$ cat config.mk
export PLATFORM = sky130hd
export DESIGN_NAME = yarp_branch_redirect_ctrl
export DESIGN_NICKNAME = d
export VERILOG_FILES = /design/src/rtl/yarp_pkg.sv /design/src/rtl/yarp_sat_counter.sv /design/src/rtl/yarp_branch_redirect_ctrl.sv
export SDC_FILE = /design/constraint.sdc
export NUM_CORES = 1
export LEC_CHECK = 0
export CAP_MARGIN = 10
export CORE_MARGIN = 2
export CORE_UTILIZATION = 35
export CTS_BUF_LIST = sky130_fd_sc_hd__clkbuf_8
export DETAILED_ROUTE_END_ITERATION = 10
export PLACE_DENSITY = 0.75
export SETUP_SLACK_MARGIN = 0.5
export SKIP_CTS_REPAIR_TIMING = 1
export SYNTH_ARGS = -nofsm -noshare
export SYNTH_HDL_FRONTEND = slang
export SYNTH_SLANG_ARGS = --single-unit
$ cat constraint.sdc
create_clock -name clk -period 2.65 [get_ports clk]
set_clock_uncertainty 0.05 [all_clocks]
set_input_delay 0.53 -clock clk [delete_from_list [all_inputs] [get_ports clk]]
set_output_delay 0.53 -clock clk [all_outputs]
set_load 0.02 [all_outputs]
$ cat src/rtl/yarp_pkg.sv
// yarp_pkg: shared types and constants for the YARP core branch-redirect slice.
package yarp_pkg;
  typedef enum logic [1:0] {BR_IDLE, BR_REDIR, BR_FLUSH} br_state_t;
  localparam logic [31:0] BR_PC_INC = 32'h4;
endpackage

$ cat src/rtl/yarp_sat_counter.sv
// yarp_sat_counter: saturating up-counter with synchronous clear that wins over increment.
module yarp_sat_counter #(
  parameter int WIDTH = 32
) (
  input  logic             clk,
  input  logic             reset_n,
  input  logic             inc_i,
  input  logic             clr_i,
  output logic [WIDTH-1:0] cnt_o
);
  logic [WIDTH-1:0] cnt_q, cnt_d;
  always_comb cnt_d = clr_i ? '0 : (inc_i && !(&cnt_q)) ? cnt_q + WIDTH'(1) : cnt_q;
  always_ff @(posedge clk) cnt_q <= !reset_n ? '0 : cnt_d;
  assign cnt_o = cnt_q;
endmodule

$ cat src/rtl/yarp_branch_redirect_ctrl.sv
// yarp_branch_redirect_ctrl: EX-stage mispredict redirect to fetch, IF/ID hold/flush and perf counters.
// Define YARP_BTFN_PRED_EN for backward-taken/forward-not-taken prediction; default is static not-taken.
module yarp_branch_redirect_ctrl
  import yarp_pkg::*;
#(
  parameter int FLUSH_CYCLES = 2
) (
  input  logic        clk,
  input  logic        reset_n,
  input  logic        ex_valid_i,
  input  logic        is_b_type_ctl_i,
  input  logic        branch_taken_i,
  input  logic [31:0] ex_pc_i,
  input  logic [31:0] ex_imm_i,
  input  logic        fetch_ready_i,
  input  logic        perf_clr_i,
  output logic        redirect_valid_o,
  output logic [31:0] redirect_pc_o,
  output logic        hold_o,
  output logic        flush_o,
  output logic [31:0] br_cnt_o,
  output logic [31:0] mispred_cnt_o
);
  br_state_t   state_q, state_d;
  logic [3:0]  cnt_q, cnt_d;
  logic [31:0] pc_q, pc_d;
  logic [31:0] target, fallthru;
  logic        eval, pred_taken, mispred;
  assign eval     = (state_q == BR_IDLE) && ex_valid_i && is_b_type_ctl_i;
`ifdef YARP_BTFN_PRED_EN
  assign pred_taken = ex_imm_i[31];
`else
  assign pred_taken = 1'b0;
`endif
  assign mispred  = eval && (branch_taken_i != pred_taken);
  assign target   = ex_pc_i + ex_imm_i;
  assign fallthru = ex_pc_i + BR_PC_INC;
  always_comb begin
    state_d = state_q;
    cnt_d   = cnt_q;
    pc_d    = pc_q;
    case (state_q)
      BR_IDLE: if (mispred) begin
        pc_d    = (branch_taken_i ? target : fallthru) & ~32'h1;
        state_d = BR_REDIR;
      end
      BR_REDIR: if (fetch_ready_i) begin
        cnt_d   = 4'(FLUSH_CYCLES - 1);
        state_d = BR_FLUSH;
      end
      BR_FLUSH: if (cnt_q == 4'd0) state_d = BR_IDLE; else cnt_d = cnt_q - 4'd1;
      default: state_d = BR_IDLE;
    endcase
  end
  always_ff @(posedge clk) begin
    if (!reset_n) begin
      state_q <= BR_IDLE;
      cnt_q   <= '0;
      pc_q    <= '0;
    end else begin
      state_q <= state_d;
      cnt_q   <= cnt_d;
      pc_q    <= pc_d;
    end
  end
  // Outputs decode from state only, so fetch never sees a combinational path from EX.
  assign redirect_valid_o = (state_q == BR_REDIR);
  assign hold_o           = (state_q != BR_IDLE);
  assign flush_o          = (state_q != BR_IDLE);
  assign redirect_pc_o    = pc_q;
  yarp_sat_counter #(.WIDTH(32)) u_br_cnt (
    .clk(clk), .reset_n(reset_n), .inc_i(eval), .clr_i(perf_clr_i), .cnt_o(br_cnt_o)
  );
  yarp_sat_counter #(.WIDTH(32)) u_mis_cnt (
    .clk(clk), .reset_n(reset_n), .inc_i(mispred), .clr_i(perf_clr_i), .cnt_o(mispred_cnt_o)
  );
endmodule

==> results by group <==
Run status
  – Status: complete, no violations

Placed design
  – Placement Setup Slack: -0.471 ns
  – HPWL Detailed: 13.3 mm
  – Placer congestion estimate: around 0.86
  – I/O Buffers: around 170
  – Area post-placement: just under 0.009 mm²

Critical path
  – Worst Setup SP: ex_imm_i[0]
  – Critical Path Stages: 10
  – FF-to-FF path depth: 8
  – Buffers plus inverters on the worst setup path: 1
  – Slowest-stage cell, CP: a221o_2
  – Crit path kind: input port to register
  – CP Cell Sequence: buf_6, and2_4, fa_2, a21o_1, a221o_2, a21boi_4, o211a_1, o21ai_4, o311ai_2, o211ai_1
  – Crit. End Element: register
  – Crit path max-delay family: compound AO/OA/AOI/OAI gates
  – FF-to-FF Start: u_br_cnt.cnt_o[13]
  – CP startpoint kind: input port
  – Worst Path Arrival: around 2.6 ns
  – CP max stage delay: 0.42 ns
  – Critical Path RT: about 2.9 ns
  – Critical path peak fanout: 4

Die
  – Die Wd: about 140 µm
  – Core area: 0.0172 mm²
  – Row Count: 48
  – Ports: 170
  – Initial Utilization: 0.357
  – Die area: between 0.015 and 0.02 mm²
  – Die Y-Extent: roughly 140 µm

CTS
  – H-tree depth: 3
  – CTS clk-pin slew, worst paths: around 0.1 ns
  – Clock Sink Count: between 100 and 150
  – Clk_lat worst skew: a little under 0.4 ns
  – Clk root buf: clkbuf_8
  – TritonCTS buffer count: 9
  – CTS tree: built
  – Max clock buf depth: 2

Synthesis
  – EDFF count, synth: 0
  – Sequential share of the synthesized area: 0.328
  – Yosys cell types: 72
  – Post-Synthesis Cells: roughly 740
  – Main synth FF type: dfxtp_1
  – Area contributors post-synth: dfxtp_1 33%, xor2_1 8.7%, ha_1 6.7%
  – YS warnings: 0
  – Avg Cell Area, Syn: around 8.3 µm²
  – Leading area contributor after synthesis: dfxtp_1
  – Synth top area share: 0.328
  – Post-synthesis register bit count: 101
  – Net Count, Synth: 844
  – Share of flip-flops with an asynchronous set or reset: 0
  – Synthesized area: 0.00616 mm²

GRT
  – Initial antenna violation count: 0
  – Total GRT Usage: 0.180
  – First-pass GRT wire length: 27.3 mm
  – GRT Residual Overflow: 0
  – Pin count of the biggest net entering global routing: 43
  – Number of global-route vias before repair: roughly 5600

Final layout
  – Diodes inserted: 0
  – Layout cell share with drive strength beyond 1: 0.260
  – Final #Nets: 1092
  – Register area: 0.00205 mm²
  – Layout fillers: between 1000 and 1500
  – Area growth, synth to finish: 58.9%
  – Footprint of the multi-input gates: 0.00459 mm²
  – Post-route cell area: slightly below 0.01 mm²

Pwr
  – Maximum vdd drop: roughly 220 µV
  – Leakage: 4.05 nW
  – Gate power share: 0.298
  – Switching pwr: between 1 and 1.5 mW
  – Switch share: 0.309
  – Sequential share of power: 0.415
  – Pwr dens: around 390 mW/mm²
  – Clk pwr share: 0.287
  – Pint: between 2 and 3 mW

Detailed routing
  – Drt drc: 0
  – DR iter-0 viols: a little over 300
  – Detailed Routing Iterations Pass 1: 4
  – WL final: 18.8 mm
  – Via density: ~5.2
  – Post-DRT Antenna Nets: 0
  – Via count: about 6300
  – Wire per inst: ~15 µm

STA
  – RSZ-0062 raised after global routing: yes
  – Final worst slack: 0.267 ns
  – Final count of negative-setup-slack endpoints: 0
  – Tmin final: approximately 2.4 ns
  – Fin. Hold Viols: 0
  – Final Slew Violations: 0
  – Slew margin rel.: 0.605
  – Fin crit share: 0.899
  – Fmax: approximately 420 MHz
  – Measured slew at the worst slew-check pin: ~0.59 ns
  – Setup_tns: 0 ns
  – Final hold slack: ~0.42 ns

Worst hold path
  – Hold Path Class: register to register
  – Hold wc startpoint: redirect_pc_o[20]
  – Cell depth of the worst hold path: 2

Flow run
  – MaxCap Viol Count: 0
-- power by group through the flow --
stage	registers (mW)	logic [mW]	clock network, mW
3_5_place_dp	1.60	0.929	0
3_3_place_gp	1.60	0.916	0
2_1_floorplan	1.63	0.482	0
4_1_cts	1.57	0.933	1.10
5_1_grt	1.57	1.20	1.15
6_report	1.57	1.12	1.08
-- layer usage --
layer | part of all wire | global-route usage | up-vias | wire length (µm)
li1 | - | - | 3128 | -
met1 | 0.45 | 0.233 | 2973 | 8390
met2 | 0.49 | 0.307 | 175 | 9270
met3 | 0.040 | 0.0259 | 32 | 748
met4 | 0.023 | 0.0590 | 0 | 425
met5 | 0 | 0 | - | 0
-- registers in the layout, indices dropped and copies added (netlist names) --
signal / cells
u_mis_cnt.cnt_o: 32
u_br_cnt.cnt_o: 32
cnt_q: 4
state_q: 2
redirect_pc_o: 31
-- cell families (layout without fill, tap and decap cells) --
kind of cell,after synthesis,count (layout),share of synthesized area
buffers and inverters,46,299,0.0343
adders and majority gates,34,34,0.0703
muxes,5,5,0.00813
other,1,1,0.000609
xor gates and xnor gates,83,83,0.118
DFF,101,101,0.328
AOI/OAI and AO/OA,147,147,0.168
and+or+nand+nor,322,322,0.272
-- cell usage after synthesis (19+ instances only) --
| cell | number |
|---|---|
| a21oi_1 | 36 |
| and2_1 | 19 |
| and3_1 | 22 |
| clkbuf_1 | 22 |
| dfxtp_1 | 101 |
| ha_1 | 33 |
| nand2_1 | 68 |
| nand3_1 | 46 |
| nand4_1 | 27 |
| nor2_1 | 89 |
| o21ai_0 | 30 |
| xnor2_1 | 22 |
| xor2_1 | 61 |
-- cell usage in the layout (no fill, tap or decap), types with 5 or more instances in the layout --
cell type / netlist / layout
nand3_1: 46 / 44
a21o_1: 13 / 13
o211ai_1: 7 / 7
o21bai_1: 6 / 5
nand4_1: 27 / 27
o21ai_1: 2 / 10
and3_1: 22 / 17
nor3_1: 9 / 7
nor2_1: 89 / 85
clkbuf_8: 0 / 10
ha_4: 0 / 23
mux2i_1: 5 / 5
dfxtp_2: 0 / 9
xor2_1: 61 / 61
a21oi_1: 36 / 18
and4_1: 10 / 6
o21a_1: 9 / 9
o21ai_0: 30 / 19
clkdlybuf4s50_1: 0 / 116
inv_1: 10 / 10
clkbuf_2: 1 / 7
nand2_1: 68 / 63
buf_6: 2 / 11
dlymetal6s2s_1: 0 / 40
and2_1: 19 / 18
xnor2_1: 22 / 20
a21oi_2: 3 / 17
ha_1: 33 / 9
buf_4: 4 / 95
dfxtp_1: 101 / 88
-- worst reg2reg max path: cells and delay by family, from the launching register on --
kind | cells | cell delay, ns
DFF | 1 | 0.38
and+or+nand+nor | 5 | 1.03
buffers and inverters | 1 | 0.21
xor gates and xnor gates | 1 | 0.20
AOI/OAI and AO/OA | 1 | 0.21
-- metrics by stage --
step / cells / power [mW] / util
after floorplan: 739 / 2.11 / -
after global placement: 1176 / 2.52 / 0.505
after detailed placement: 1176 / 2.53 / 0.505
after CTS: 1192 / 3.60 / 0.517
after global routing: 1217 / 3.92 / 0.568
final: 1217 / 3.77 / 0.568
-- path summary, 6_finish.rpt --
kind,end,slack (ns)
worst max register to register,u_br_cnt.cnt_o[17],0.47
worst min-delay path,redirect_pc_o[20],0.42
worst min register to register,redirect_pc_o[20],0.42
worst max-delay path,redirect_pc_o[28],0.27
-- cell type report --
cell class,count,area share
multi-input cells,592,0.469
repair buffers,273,0.268
flip-flops and latches,101,0.209
well taps,225,0.0288
clock buffers,10,0.0141
clock inverters,6,0.00780
inverters,10,0.00384
No activity file was read; power rests on OpenSTA's default activity.
